$ cat config.mk
export PLATFORM = sky130hd
export DESIGN_NAME = i2s_rx
export DESIGN_NICKNAME = d
export VERILOG_FILES = /design/src/rtl/i2s_rx.sv
export SDC_FILE = /design/constraint.sdc
export NUM_CORES = 1
export LEC_CHECK = 0
export ABC_AREA = 0
export BUFFER_PORTS_ARGS = -buffer_cell sky130_fd_sc_hd__buf_4
export CAP_MARGIN = 0
export CORE_MARGIN = 2
export CORE_UTILIZATION = 55
export DETAILED_ROUTE_END_ITERATION = 10
export GPL_TIMING_DRIVEN = 0
export PLACE_DENSITY = 0.76
export SYNTH_ARGS = -nofsm -noshare
export SYNTH_HDL_FRONTEND = slang
export SYNTH_SLANG_ARGS = --single-unit
export TNS_END_PERCENT = 20
$ cat constraint.sdc
create_clock -name clk -period 4.88 [get_ports clk]
set_clock_uncertainty 0.05 [all_clocks]
set_input_delay 0.976 -clock clk [delete_from_list [all_inputs] [get_ports clk]]
set_output_delay 0.976 -clock clk [all_outputs]
set_load 0.05 [all_outputs]
$ cat src/rtl/i2s_rx.sv
// I2S receiver: synchronizes the bit clock, WS and data into clk, deserializes
// MSB-first slots and delivers left/right pairs through a valid/ready handshake.
module i2s_rx #(
    parameter int unsigned NUM_BITS_DAC = 24,
    parameter int unsigned SYNC_STAGES  = 2
) (
    input  logic                    clk,
    input  logic                    rst,
    input  logic                    s_clk,
    input  logic                    word_select,
    input  logic                    serial_data,
    output logic [NUM_BITS_DAC-1:0] left_out,
    output logic [NUM_BITS_DAC-1:0] right_out,
    output logic                    sample_valid,
    input  logic                    sample_ready,
    output logic                    overrun,
    output logic                    frame_err
);

    localparam int unsigned CntW = $clog2(NUM_BITS_DAC + 1);
    localparam logic [CntW-1:0] CntMax  = CntW'(NUM_BITS_DAC);
    localparam logic [CntW-1:0] CntLast = CntW'(NUM_BITS_DAC - 1);

    typedef enum logic {StSeek, StRun} state_e;

    state_e                  state_q, state_d;
    logic [SYNC_STAGES-1:0]  sclk_sync_q, sclk_sync_d;
    logic [SYNC_STAGES-1:0]  ws_sync_q, ws_sync_d;
    logic [SYNC_STAGES-1:0]  sd_sync_q, sd_sync_d;
    logic                    sclk_prev_q, sclk_prev_d;
    logic                    ws_prev_q, ws_prev_d;
    logic [CntW-1:0]         cnt_q, cnt_d;
    logic [NUM_BITS_DAC-1:0] shift_q, shift_d;
    logic [NUM_BITS_DAC-1:0] left_hold_q, left_hold_d;
    logic [NUM_BITS_DAC-1:0] right_hold_q, right_hold_d;
    logic [NUM_BITS_DAC-1:0] left_out_q, left_out_d;
    logic [NUM_BITS_DAC-1:0] right_out_q, right_out_d;
    logic                    valid_q, valid_d;
    logic                    overrun_q, overrun_d;
    logic                    frame_err_q, frame_err_d;

    logic                    sclk_s, ws_s, sd_s, rise, frame_done;
    logic [NUM_BITS_DAC-1:0] word;

    assign sclk_s = sclk_sync_q[SYNC_STAGES-1];
    assign ws_s   = ws_sync_q[SYNC_STAGES-1];
    assign sd_s   = sd_sync_q[SYNC_STAGES-1];
    assign rise   = sclk_s & ~sclk_prev_q;

    always_comb begin
        sclk_sync_d  = {sclk_sync_q[SYNC_STAGES-2:0], s_clk};
        ws_sync_d    = {ws_sync_q[SYNC_STAGES-2:0], word_select};
        sd_sync_d    = {sd_sync_q[SYNC_STAGES-2:0], serial_data};
        sclk_prev_d  = sclk_s;
        state_d      = state_q;
        ws_prev_d    = ws_prev_q;
        cnt_d        = cnt_q;
        shift_d      = shift_q;
        left_hold_d  = left_hold_q;
        right_hold_d = right_hold_q;
        left_out_d   = left_out_q;
        right_out_d  = right_out_q;
        valid_d      = valid_q;
        overrun_d    = 1'b0;
        frame_err_d  = 1'b0;
        frame_done   = 1'b0;

        // Current shift contents with this rise's bit merged in, if room remains.
        word = shift_q;
        if (cnt_q < CntMax) begin
            word[CntLast - cnt_q] = sd_s;
        end

        if (rise) begin
            ws_prev_d = ws_s;
            case (state_q)
                StSeek: begin
                    if (ws_prev_q && !ws_s) begin
                        state_d = StRun;
                        cnt_d   = '0;
                        shift_d = '0;
                    end
                end
                StRun: begin
                    if (ws_s != ws_prev_q) begin
                        // Short slot: unwritten LSBs are already zero from the clear.
                        frame_err_d = (cnt_q < CntLast);
                        if (ws_prev_q) begin
                            right_hold_d = word;
                            frame_done   = 1'b1;
                        end else begin
                            left_hold_d = word;
                        end
                        cnt_d   = '0;
                        shift_d = '0;
                    end else begin
                        shift_d = word;
                        if (cnt_q < CntMax) begin
                            cnt_d = cnt_q + CntW'(1);
                        end
                    end
                end
                default: state_d = StSeek;
            endcase
        end

        if (frame_done) begin
            left_out_d  = left_hold_q;
            right_out_d = word;
            valid_d     = 1'b1;
            overrun_d   = valid_q & ~sample_ready;
        end else if (valid_q && sample_ready) begin
            valid_d = 1'b0;
        end
    end

    always_ff @(posedge clk) begin
        if (rst) begin
            state_q      <= StSeek;
            sclk_sync_q  <= '0;
            ws_sync_q    <= '0;
            sd_sync_q    <= '0;
            sclk_prev_q  <= 1'b0;
            ws_prev_q    <= 1'b0;
            cnt_q        <= '0;
            shift_q      <= '0;
            left_hold_q  <= '0;
            right_hold_q <= '0;
            left_out_q   <= '0;
            right_out_q  <= '0;
            valid_q      <= 1'b0;
            overrun_q    <= 1'b0;
            frame_err_q  <= 1'b0;
        end else begin
            state_q      <= state_d;
            sclk_sync_q  <= sclk_sync_d;
            ws_sync_q    <= ws_sync_d;
            sd_sync_q    <= sd_sync_d;
            sclk_prev_q  <= sclk_prev_d;
            ws_prev_q    <= ws_prev_d;
            cnt_q        <= cnt_d;
            shift_q      <= shift_d;
            left_hold_q  <= left_hold_d;
            right_hold_q <= right_hold_d;
            left_out_q   <= left_out_d;
            right_out_q  <= right_out_d;
            valid_q      <= valid_d;
            overrun_q    <= overrun_d;
            frame_err_q  <= frame_err_d;
        end
    end

    assign left_out     = left_out_q;
    assign right_out    = right_out_q;
    assign sample_valid = valid_q;
    assign overrun      = overrun_q;
    assign frame_err    = frame_err_q;

endmodule
; ---- After elaboration in Yosys (flattened, before gate mapping)
; Cells that the tools add are included.
[word_totals]
regBits = 113
inputBits = 6
output_inout_bits = 51
word_cells = 61
[classes]
addsub = 2
magnitude_cmp = 4
eq_ne = 3
mux = 19
bitwise_logic = 9
n_reduce_logical = 10
[op_table]
columns = cell, count
row1 = $mux W24, 3
row2 = $pmux W24 S2, 1
row3 = $bwmux W24, 1
row4 = $mux W5, 3
row5 = $lt A5 B5 Y1 const B, 2
row6 = $pmux W5 S2, 1
row7 = $mux W1, 9
row8 = $not A1 Y1, 7
row9 = $lt A5 B6 Y1 const B, 1
row10 = $add A5 B1 Y5 const B, 1
row11 = $demux W1 S5, 1
row12 = $ge A5 B1 Y1 const B, 1
row13 = $sub A5 B5 Y5 const A, 1
row14 = $reduce_and A4 Y1, 1
row15 = $reduce_or A4 Y1, 1
row16 = $logic_and A1 B1 Y1, 3
row17 = $ne A3 B1 Y1 const B, 1
row18 = $reduce_and A3 Y1, 1
row19 = $and A1 B1 Y1, 2
row20 = $ne A2 B2 Y1 const B, 1
row21 = $reduce_and A2 Y1, 1
row22 = $reduce_bool A2 Y1, 1
row23 = $reduce_or A2 Y1, 1
row24 = $logic_not A1 Y1, 1
row25 = $ne A1 B1 Y1, 1

; ---- Logic depth before layout (Yosys ltp)
; Gate-level depths: netlist of the first run.
[logic_depth]
ltp_word = 9
ltp_mapped = 8
ltp_nobuf = 5

; ---- Worst setup path after synthesis of the first run
; No wires, ideal clock.
[synth_timing]
path_type = input to register
startpoint = in rst
endpoint = reg state_q
setup_time_ps = 128
arrival_ps = 1871
t_required_ps = 4702
setup_slack_ps = 2832
path_stages = 4
n_path_buf = 3
path_cell_list = clkbuf_1 -> clkbuf_1 -> buf_1 -> nor2_1
[synth_rtl]
columns = item, line_no
row1 = start: declaration, 8  ; input logic rst,
row2 = end signal: assignment, 119  ; state_q <= StSeek;
row3 = end signal: assignment, 135  ; state_q <= state_d;
row4 = end: declaration, 26  ; state_e state_q, state_d;
; No word-level cell between the ends.

; ---- Worst setup path in the final report of the first run
[layout_timing]
startpoint = in rst
endpoint = reg cnt_q[1]
[layout_rtl]
columns = item, line_no
row1 = end signal: assignment, 141  ; cnt_q <= cnt_d;
row2 = end: declaration, 32  ; logic [CntW-1:0] cnt_q, cnt_d;
; No word-level cell between the ends.

==> results of run 1 <==
[how the worst max path moves through the flow]
stage               endpoint  cells after the start  slack, ns  start
CTS                 cnt_q[1]                      4       2.61    rst
floorplan            state_q                      4       2.83    rst
global placement     state_q                      4       2.15    rst
global route        cnt_q[0]                      4       2.52    rst
finish              cnt_q[1]                      4       2.61    rst
detailed placement  cnt_q[1]                      4       2.09    rst
[power by group through the flow]
stage / Combinational, W / Clock (W) / Sequential, W
after floorplan: 0.0000223 / 0 / 0.000947
after global placement: 0.0000333 / 0 / 0.000947
after detailed placement: 0.0000342 / 0 / 0.000947
after CTS: 0.0000347 / 0.00124 / 0.000927
after global routing: 0.0000378 / 0.00129 / 0.000927
final: 0.0000348 / 0.00124 / 0.000927
[worst max-delay path, cell delays in order]
cell      delay [ns]
clkbuf_1        0.49
clkbuf_1        0.55
buf_1           0.49
a21oi_1         0.09
[Yosys cell counts, drive strengths merged]
library cell,number
dfxtp,113
a21oi,55
nand2,52
a211oi,48
nor2,26
mux2i,24
o2bb2ai,24
clkbuf,23
buf,22
and4bb,12
nand4b,9
ha,8
nor2b,8
inv,4
nor4b,4
and4b,3
nand2b,3
nand3,3
a311oi,2
a31oi,2
and3,2
nor3,2
o31ai,2
a21boi,1
and2,1
and3b,1
and4,1
nand4,1
nor4bb,1
o21ai,1
or2,1
or3b,1
or4,1
[layout make-up]
| type | instances | area, sq um |
|---|---|---|
| Buffer | 45 | 228 |
| Clock buffer | 18 | 418 |
| Clock inverter | 14 | 183 |
| Fill cell | 625 | 2420 |
| Inverter | 4 | 15.0 |
| Multi-Input combinational cell | 299 | 2110 |
| Sequential cell | 113 | 2260 |
| Tap cell | 105 | 131 |
| Timing Repair Buffer | 55 | 413 |
[logic make-up (layout without fill, tap and decap cells)]
logic type / Yosys count / count (layout) / synth area share, %
DFF: 113 / 113 / 49.1
AOI/OAI and AO/OA: 135 / 135 / 21.8
buffers and inverters: 49 / 136 / 5.26
and+or+nand+nor: 132 / 132 / 16.4
adders and majority gates: 8 / 8 / 2.17
muxes: 24 / 24 / 5.21
[stage by stage]
step           hold slack [ns]  worst slack [ns]  utilization (%)
4_1_cts                  0.397              2.61             70.4
6_report                 0.390              2.61             70.4
5_1_grt                  0.412              2.52             70.4
2_1_floorplan            0.364              2.83                -
3_3_place_gp             0.367              2.15             63.1
3_5_place_dp             0.384              2.09             63.1
[routing by layer]
layer	routed length (microns)	vias up
li1	-	1837
met1	5180	1791
met2	5150	88
met3	502	24
met4	336	0
met5	0	-
[state kept, by name (all words and copies together), names as in the netlist, 2 cells and up]
name         count
left_hold_q     24
cnt_q            5
shift_q         24
left_out        24
right_out       24
ws_sync_q        2
sclk_sync_q      2
sd_sync_q        2
==> metrics.md, run 1 <==
| Metric | Value |
|---|---|
| Max-cap violations | 0 |
| Via Count | 3740 |
| Cell taking the most area after synthesis | dfxtp_1 |
| DRT Pass-1 Iters | 5 |
| Met1 Resource Use GR | 33.8% |
| Gate power share | 1.6% |
| Post-DR wirelength/cell | 17.1 microns |
| Clock network fraction of total power | 56.2% |
| Yosys reg bits | 113 |
| Fmax | 441 MHz |
| Maximum buffer depth of the clock tree | 2 |
| Hold Crit Class | register to register |
| Die X | 95.6 microns |
| DR iter-0 viols | 228 |
| Pins over their slew limit | 0 |
| Rel. slew slack | 49.4% |
| CP Data Required Time | 5.21 ns |
| Number of diodes | 0 |
| Post-Synthesis Cells | 461 |
| Worst Hold End | sd_sync_q[1] |
| Total power | 0.00220 W |
| Synth Net Count | 475 |
| Vias per inst | 5.73 |
| CP Class | primary input to register |
| Design area | 5760 sq um |
| Setup TNS Final | 0 ns |
| P_leak | 2.08 nW |
| Fraction of layout cells with a size suffix above 1 | 25.9% |
| Number of placed I/O pins | 57 |
| Minimum clock period | 2.27 ns |
| Grt met3 use | 6.88% |
| CTS Buf Count | 17 |
| Worst reg2reg endpoint | right_out[7] |
| Syn_area_per_cell | 10.0 sq um |
| Hold path cells | 1 |
| Crit path DAT | 2.60 ns |
| Sinks on Clock Net | 113 |
| Gpl congestion | 0.944 |
| CTS tree | yes |
| Vias in the first global route | 3465 |
| Internal Power | 0.00172 W |
| Distinct cells, synth | 39 |
| VDD IR max | 0.000263 V |
| Worst R2R Setup Slack | 2.89 ns |
| # hold bufs at CTS | 0 |
| Worst slew pin tran | 0.759 ns |
| Clock root cell | clkbuf_8 |
| Seq/Total Area, Yosys | 49.1% |
| CP endpoint kind | register |
| Height of the die | 95.6 microns |
| Post-DP Area | 5150 sq um |
| Crit path max fanout | 10 |
| Sw Ratio | 21.8% |
| Routed Antenna Nets | 0 |
| Syn Std Cell Area | 4610 sq um |
| Largest net degree at the start of global routing | 17 |
| Drt total wl | 11.2 mm |
| Post-CTS sizing | 0 |
| PortBufs | 55 |
| GRT overflow | 0 |
| Grt peak-use layer | met2 |
| Area Overhead vs Synth | 24.8% |
| Post-DP HPWL | 7.88 mm |
| Met2 usage | 40.1% |
| Reg-to-Reg Start | cnt_q[0] |
| Std-Cell Rows | 33 |
| Core Footprint | 8180 sq um |
| First-pass GRT wire length | 17.6 mm |
| Setup Buffers After CTS | 0 |
| Post-Place Cells | 621 |
| Synth warn | 0 |
| Min-delay src | sd_sync_q[0] |
| Crit start category | primary input |
| Htree depth | 4 |
| Global Route Usage Sum | 25.8% |
| Clk_lat worst skew | 0.52 ns |
| Die Area | 9130 sq um |
| Final Hold Vio Count | 0 |
| Most frequent cells in the layout | 113 x dfxtp_1, 55 x buf_4, 54 x a21oi_1, 52 x nand2_1, 28 x a211oi_1 |
| Starting Density | 56.4% |
| Area share of the largest cell type after synthesis | 49.1% |
| Non-Filler Instances | 653 |
| RSZ-0062 raised after global routing | no |
| Power per cell area | 382 nW/um^2 |
| Initial antenna violation count | 0 |
| Tcrit/Tclk final | 46.5% |
| Worst-path clk slew | 0.05 ns |
| DRC | 0 |
| Reg2Reg Depth | 5 |
| Leading cell type in the layout, fill and taps excluded | dfxtp_1 |
| Layout Nets | 549 |
| Sequential Power Share | 42.2% |
| Synth area leaders | dfxtp_1 49%, a21oi_1 5.9%, a211oi_2 5.4% |
| Net switching power | 0.000480 W |
| Setup-failing EPs final | 0 |
| Status | completed |
Power figures use the tool's default switching activity.
==> run 2, diff against run 1 <==
--- a/config.mk
+++ b/config.mk
@@ -9,10 +9,10 @@
 export BUFFER_PORTS_ARGS = -buffer_cell sky130_fd_sc_hd__buf_4
 export CAP_MARGIN = 0
 export CORE_MARGIN = 2
-export CORE_UTILIZATION = 55
+export CORE_UTILIZATION = 52
 export DETAILED_ROUTE_END_ITERATION = 10
 export GPL_TIMING_DRIVEN = 0
-export PLACE_DENSITY = 0.76
+export PLACE_DENSITY = 0.75
 export SYNTH_ARGS = -nofsm -noshare
 export SYNTH_HDL_FRONTEND = slang
 export SYNTH_SLANG_ARGS = --single-unit
==> constraint.sdc (replaced) <==
create_clock -name clk -period 1.9 [get_ports clk]
set_clock_uncertainty 0.05 [all_clocks]
set_input_delay 0.38 -clock clk [delete_from_list [all_inputs] [get_ports clk]]
set_output_delay 0.38 -clock clk [all_outputs]
set_load 0.05 [all_outputs]
==> run 2 against run 1 <==
First-iteration DRC count down 8.3%. Total power grew to 2.6 times the previous value. Sequential cell count did not move. Largest cell class unchanged. Final cell count up 0.92%. Setup slack worse by 2.6 ns. Die area rose by 5.5%. Design area rose by 2.0%. Non-clock buffer count increased by 3. Count of clock-buffer cells in the layout did not move. Global-route usage down 0.98 points. Critical endpoint is now right_out[5]. Sequential power grew to 2.6 times the previous value. Utilization is 2.8 points lower.
==> metrics.md, run 2 (same netlist as run 1, synthesis figures left out) <==
| Metric | Value |
|---|---|
| Status | completed |
| Critical path, cell by cell | inv_1 > ha_1 > and4bb_2 > mux2i_1 > a211oi_1 |
| Setup-failing EPs final | 0 |
| Post-DR wirelength/cell | 17.6 microns |
| Post-DP HPWL | 8.01 mm |
| Largest net degree at the start of global routing | 17 |
| Number of diodes | 0 |
| Routed Antenna Nets | 0 |
| Max incr delay on CP | 0.46 ns |
| Pins over their slew limit | 0 |
| Htree depth | 4 |
| Minimum clock period | 1.85 ns |
| Core Footprint | 8680 sq um |
| CTS Buf Count | 17 |
| CP Data Required Time | 2.23 ns |
| FILL cells | 689 |
| Tcrit/Tclk final | 97.3% |
| Starting Density | 53.1% |
| Crit path DAT | 2.18 ns |
| Vias per inst | 5.82 |
| Global Route Usage Sum | 24.8% |
| # hold bufs at CTS | 0 |
| Final Core Density | 67.6% |
| DRC | 0 |
| Initial antenna violation count | 0 |
| Min-delay src | s_clk |
| Max-cap violations | 0 |
| CTS tree | yes |
| Die X | 98.2 microns |
| Maximum buffer depth of the clock tree | 2 |
| DRT Pass-1 Iters | 4 |
| Gate power share | 1.6% |
| Clock network fraction of total power | 57.4% |
| VDD IR max | 0.000744 V |
| Clk_lat worst skew | 0.52 ns |
| CP Class | register to register |
| Internal Power | 0.00455 W |
| CP max stage cell | dfxtp_1 |
| CP Buf/Inv Count | 1 |
| DR iter-0 viols | 209 |
| Via Count | 3838 |
| Layout Nets | 552 |
| Sinks on Clock Net | 113 |
| Reg-to-Reg Start | cnt_q[0] |
| CP endpoint kind | register |
| Sequential Power Share | 41.1% |
| Hold Crit Class | primary input to register |
| First-pass GRT wire length | 19.0 mm |
| Die Area | 9640 sq um |
| Final Hold Vio Count | 0 |
| Crit start category | register |
| Crit path max fanout | 6 |
| Drt total wl | 11.6 mm |
| PortBufs | 55 |
| Worst R2R Setup Slack | 0.05 ns |
| P_leak | 2.12 nW |
| Number of placed I/O pins | 57 |
| Reg2Reg Depth | 5 |
| Worst-path clk slew | 0.06 ns |
| Worst slew pin tran | 0.761 ns |
| Fmax | 541 MHz |
| Most frequent cells in the layout | 112 x dfxtp_1, 59 x buf_4, 54 x a21oi_1, 52 x nand2_1, 28 x a211oi_1 |
| Worst reg2reg endpoint | right_out[5] |
| Leading cell type in the layout, fill and taps excluded | dfxtp_1 |
| Total power | 0.00580 W |
| Clock root cell | clkbuf_8 |
| Gpl congestion | 0.922 |
| GRT overflow | 0 |
| Critical path's top delay family | flip-flops |
| RSZ-0062 raised after global routing | yes |
| Worst Hold End | sclk_sync_q[0] |
| Area Overhead vs Synth | 27.3% |
| Fraction of layout cells with a size suffix above 1 | 28.1% |
| Rel. slew slack | 49.3% |
| Sw Ratio | 21.5% |
| Vias in the first global route | 3755 |
| Std-Cell Rows | 34 |
| Height of the die | 98.2 microns |
| Hold path cells | 2 |
| Power per cell area | 989 nW/um^2 |
| Net switching power | 0.00125 W |
[run 2: cell count changes in the layout (fill, tap and decap cells not counted), sizes merged]
cell	before	now
inv	6	7
buf	77	78
clkbuf	41	43
bufinv	3	4
clkinvlp	3	1
[run 2: cell type report]
class	instances	area (sq um)	area share [%]
clock buffers	18	418	7.12
repair buffers	59	443	7.55
clock inverters	14	206	3.52
inverters	4	15.0	0.256
plain buffers	44	233	3.97
well taps	108	135	2.30
flip-flops and latches	113	2260	38.6
multi-input cells	299	2150	36.7
[run 2: layer usage]
layer	global-route usage, %	routed length, microns	share of wire [%]
met4	10.4	310	2.7
met1	31.7	5120	44
met5	0	0	0
met3	4.87	619	5.3
met2	41.3	5570	48
[run 2: worst max-delay path by stage]
stage | endpoint | start | cells after the start
after floorplan | left_hold_q[14] | ws_sync_q[1] | 8
after global routing | left_hold_q[7] | cnt_q[0] | 6
after detailed placement | left_out[23] | rst | 4
after global placement | state_q | rst | 4
after CTS | left_hold_q[7] | ws_sync_q[1] | 7
final | right_out[5] | cnt_q[0] | 5
[run 2: power groups by stage]
stage / Combinational, W / Sequential, W / Clock [W]
finish: 0.0000909 / 0.00238 / 0.00333
global placement: 0.0000850 / 0.00243 / 0
detailed placement: 0.0000867 / 0.00243 / 0
CTS: 0.0000882 / 0.00238 / 0.00334
floorplan: 0.0000572 / 0.00243 / 0
global route: 0.0000990 / 0.00238 / 0.00346
[run 2: metrics by stage]
step	hold WS [ns]	TNS, ns	std cells	setup WS, ns	cell area (sq um)
2_1_floorplan	0.364	0	461	0.209	4610
3_3_place_gp	0.368	-3.77	624	-0.230	5160
3_5_place_dp	0.373	-4.09	624	-0.229	5160
4_1_cts	0.0166	0	659	0.0221	5810
5_1_grt	0.0310	-0.196	659	-0.0483	5870
6_report	0.0254	0	659	0.0512	5870
[run 2: what timing repair did]
| item | CTS | global route |
|---|---|---|
| resized for setup | 2 | 12 |
| buffers inserted | 3 | 1 |
| gates cloned | 0 | 0 |
| endpoints found under the setup margin | 8 | 56 |
[run 2: worst reg2reg max path: stages (launching register included)]
cell      delay (ns)
dfxtp_1         0.46
inv_1           0.14
ha_1            0.29
and4bb_2        0.26
mux2i_1         0.37
a211oi_1        0.14
==> run 3, diff against run 2 <==
--- a/config.mk
+++ b/config.mk
@@ -8,11 +8,13 @@
 export ABC_AREA = 0
 export BUFFER_PORTS_ARGS = -buffer_cell sky130_fd_sc_hd__buf_4
 export CAP_MARGIN = 0
+export CELL_PAD_IN_SITES_DETAIL_PLACEMENT = 0
+export CELL_PAD_IN_SITES_GLOBAL_PLACEMENT = 1
 export CORE_MARGIN = 2
-export CORE_UTILIZATION = 52
+export CORE_UTILIZATION = 40
 export DETAILED_ROUTE_END_ITERATION = 10
 export GPL_TIMING_DRIVEN = 0
-export PLACE_DENSITY = 0.75
+export PLACE_DENSITY_LB_ADDON = 0.1
 export SYNTH_ARGS = -nofsm -noshare
 export SYNTH_HDL_FRONTEND = slang
 export SYNTH_SLANG_ARGS = --single-unit
==> run 3 against run 2 <==
Non-clock buffer count decreased by 3. Setup slack gained 0.020 ns. Critical path depth shrank 1. Sequential share of layout area decreased by 0.48 points. Count of clock-buffer cells in the layout is 6 higher. Clock power up 4%. Largest cell class unchanged. Final cell count grew 4.9%. Total power rose by 2.4%. Highest routed layer unchanged. Largest power group unchanged.
==> metrics.md, run 3 (same netlist as run 1, synthesis figures left out) <==
| Metric | Value |
|---|---|
| Max-cap violations | 0 |
| Critical path, cell by cell | ha_1 > and4bb_2 > mux2i_1 > a211oi_1 |
| Gate power share | 1.6% |
| Final Hold Vio Count | 0 |
| Via Count | 3683 |
| Met3 wire length | 398 microns |
| Most frequent cells in the layout | 111 x dfxtp_1, 57 x buf_4, 54 x a21oi_1, 52 x nand2_1, 28 x a211oi_1 |
| DRC | 0 |
| FILL cells | 1105 |
| Core Footprint | 11300 sq um |
| # hold bufs at CTS | 0 |
| Tcrit/Tclk final | 96.3% |
| Fraction of layout cells with a size suffix above 1 | 29.0% |
| PortBufs | 55 |
| Number of placed I/O pins | 57 |
| Starting Density | 40.7% |
| CP Data Required Time | 2.12 ns |
| Largest net degree at the start of global routing | 17 |
| Vias per inst | 5.33 |
| P_leak | 2.13 nW |
| CP endpoint kind | register |
| Status | completed |
| Post-DP Area | 5200 sq um |
| Drt total wl | 12.0 mm |
| Height of the die | 111 microns |
| Crit path max fanout | 7 |
| Top sig layer | met4 |
| VDD IR max | 0.000618 V |
| Metal2 WL | 5.61 mm |
| Sw Ratio | 19.7% |
| Area Overhead vs Synth | 29.0% |
| Global Route Usage Sum | 20.5% |
| Vias in the first global route | 3610 |
| Die X | 111 microns |
| DR iter-0 viols | 152 |
| Net switching power | 0.00117 W |
| Crit start category | register |
| Gpl congestion | 0.827 |
| Layout Nets | 549 |
| Initial antenna violation count | 0 |
| Die Area | 12400 sq um |
| CP max stage cell | dfxtp_1 |
| Setup-failing EPs final | 0 |
| Leading cell type in the layout, fill and taps excluded | dfxtp_1 |
| Power per cell area | 1000 nW/um^2 |
| GRT overflow | 0 |
| Hold Crit Class | primary input to register |
| Rel. slew slack | 50.2% |
| Clock root cell | clkbuf_16 |
| Worst slew pin tran | 0.747 ns |
| Post-Route M1 WL | 5.74 mm |
| CP Class | register to register |
| Pins over their slew limit | 0 |
| Final Core Density | 52.5% |
| Sequential Power Share | 40.1% |
| CTS tree | yes |
| Fmax | 547 MHz |
| Routed Antenna Nets | 0 |
| Design area | 5950 sq um |
| Maximum buffer depth of the clock tree | 2 |
| Clk_lat worst skew | 0.42 ns |
| First-pass GRT wire length | 19.5 mm |
| Std-Cell Rows | 39 |
| CP Buf/Inv Count | 0 |
| Sinks on Clock Net | 113 |
| Max incr delay on CP | 0.45 ns |
| Htree depth | 4 |
| Total power | 0.00594 W |
| DRT Pass-1 Iters | 4 |
| Post-DP HPWL | 8.56 mm |
| Worst-path clk slew | 0.05 ns |
| Clock network fraction of total power | 58.3% |
| Internal Power | 0.00477 W |
| Minimum clock period | 1.83 ns |
| Number of diodes | 0 |
| CTS Buf Count | 17 |
| Post-DR wirelength/cell | 17.3 microns |
| Critical path's top delay family | flip-flops |
| Crit path DAT | 2.05 ns |
| RSZ-0062 raised after global routing | yes |
| WHS | 0.130 ns |
-- run 3: cell count changes in the layout (fill, tap and decap cells not counted), moves of 2 or more --
cell | before | now
buf_4 | 59 | 57
clkbuf_8 | 1 | 5
clkinv_4 | 6 | 1
inv_6 | 3 | 0
mux2i_1 | 23 | 19
mux2i_2 | 1 | 5
nor4b_1 | 2 | 0
nor4b_2 | 2 | 4
-- run 3: final timing paths --
check	to	startpoint	slack [ns]	cells past startpoint
max	right_out[16]	cnt_q[1]	0.07	4
min reg2reg	sclk_sync_q[1]	sclk_sync_q[0]	0.39	1
min	ws_sync_q[0]	word_select	0.13	2
max reg2reg	right_out[16]	cnt_q[1]	0.07	4
-- run 3: layer usage --
layer  vias to the layer above  GRT usage (%)
li1                       1828              -
met1                      1774           27.4
met5                         -              0
met3                        17           5.39
met2                        64           31.8
met4                         0           8.15
-- run 3: power groups by stage --
stage               clock [W]  sequential [W]  combinational, W
floorplan                   0         0.00243         0.0000572
global placement            0         0.00243         0.0000924
detailed placement          0         0.00243         0.0000926
CTS                   0.00352         0.00238         0.0000947
global route          0.00365         0.00238          0.000104
finish                0.00346         0.00238         0.0000942
-- run 3: cell type report --
type | count | area, sq um | share of cell area (%)
Clock buffer | 24 | 502 | 8.44
Sequential cell | 113 | 2260 | 38.1
Multi-Input combinational cell | 299 | 2180 | 36.7
Clock inverter | 8 | 149 | 2.50
Timing Repair Buffer | 56 | 420 | 7.07
Buffer | 44 | 236 | 3.98
Tap cell | 143 | 179 | 3.01
Inverter | 4 | 15.0 | 0.253
-- run 3: repair_timing --
| item | 4_1_cts | 5_1_grt |
|---|---|---|
| buffers inserted | 1 | 0 |
| pin swaps | 1 | 2 |
| resized for setup | 6 | 18 |
| endpoints found under the setup margin | 32 | 73 |
-- run 3: worst reg2reg max path: stages (launching register included) --
cell	delay, ns
dfxtp_1	0.45
ha_1	0.34
and4bb_2	0.28
mux2i_1	0.42
a211oi_1	0.15
-- run 3: per-stage QoR --
| step | setup TNS (ns) | std cells | worst slack (ns) |
|---|---|---|---|
| after global placement | -8.68 | 659 | -0.465 |
| after CTS | 0 | 692 | 0.00660 |
| after floorplan | 0 | 461 | 0.209 |
| after detailed placement | -7.83 | 659 | -0.427 |
| after global routing | -0.0715 | 691 | -0.0294 |
| final | 0 | 691 | 0.0712 |
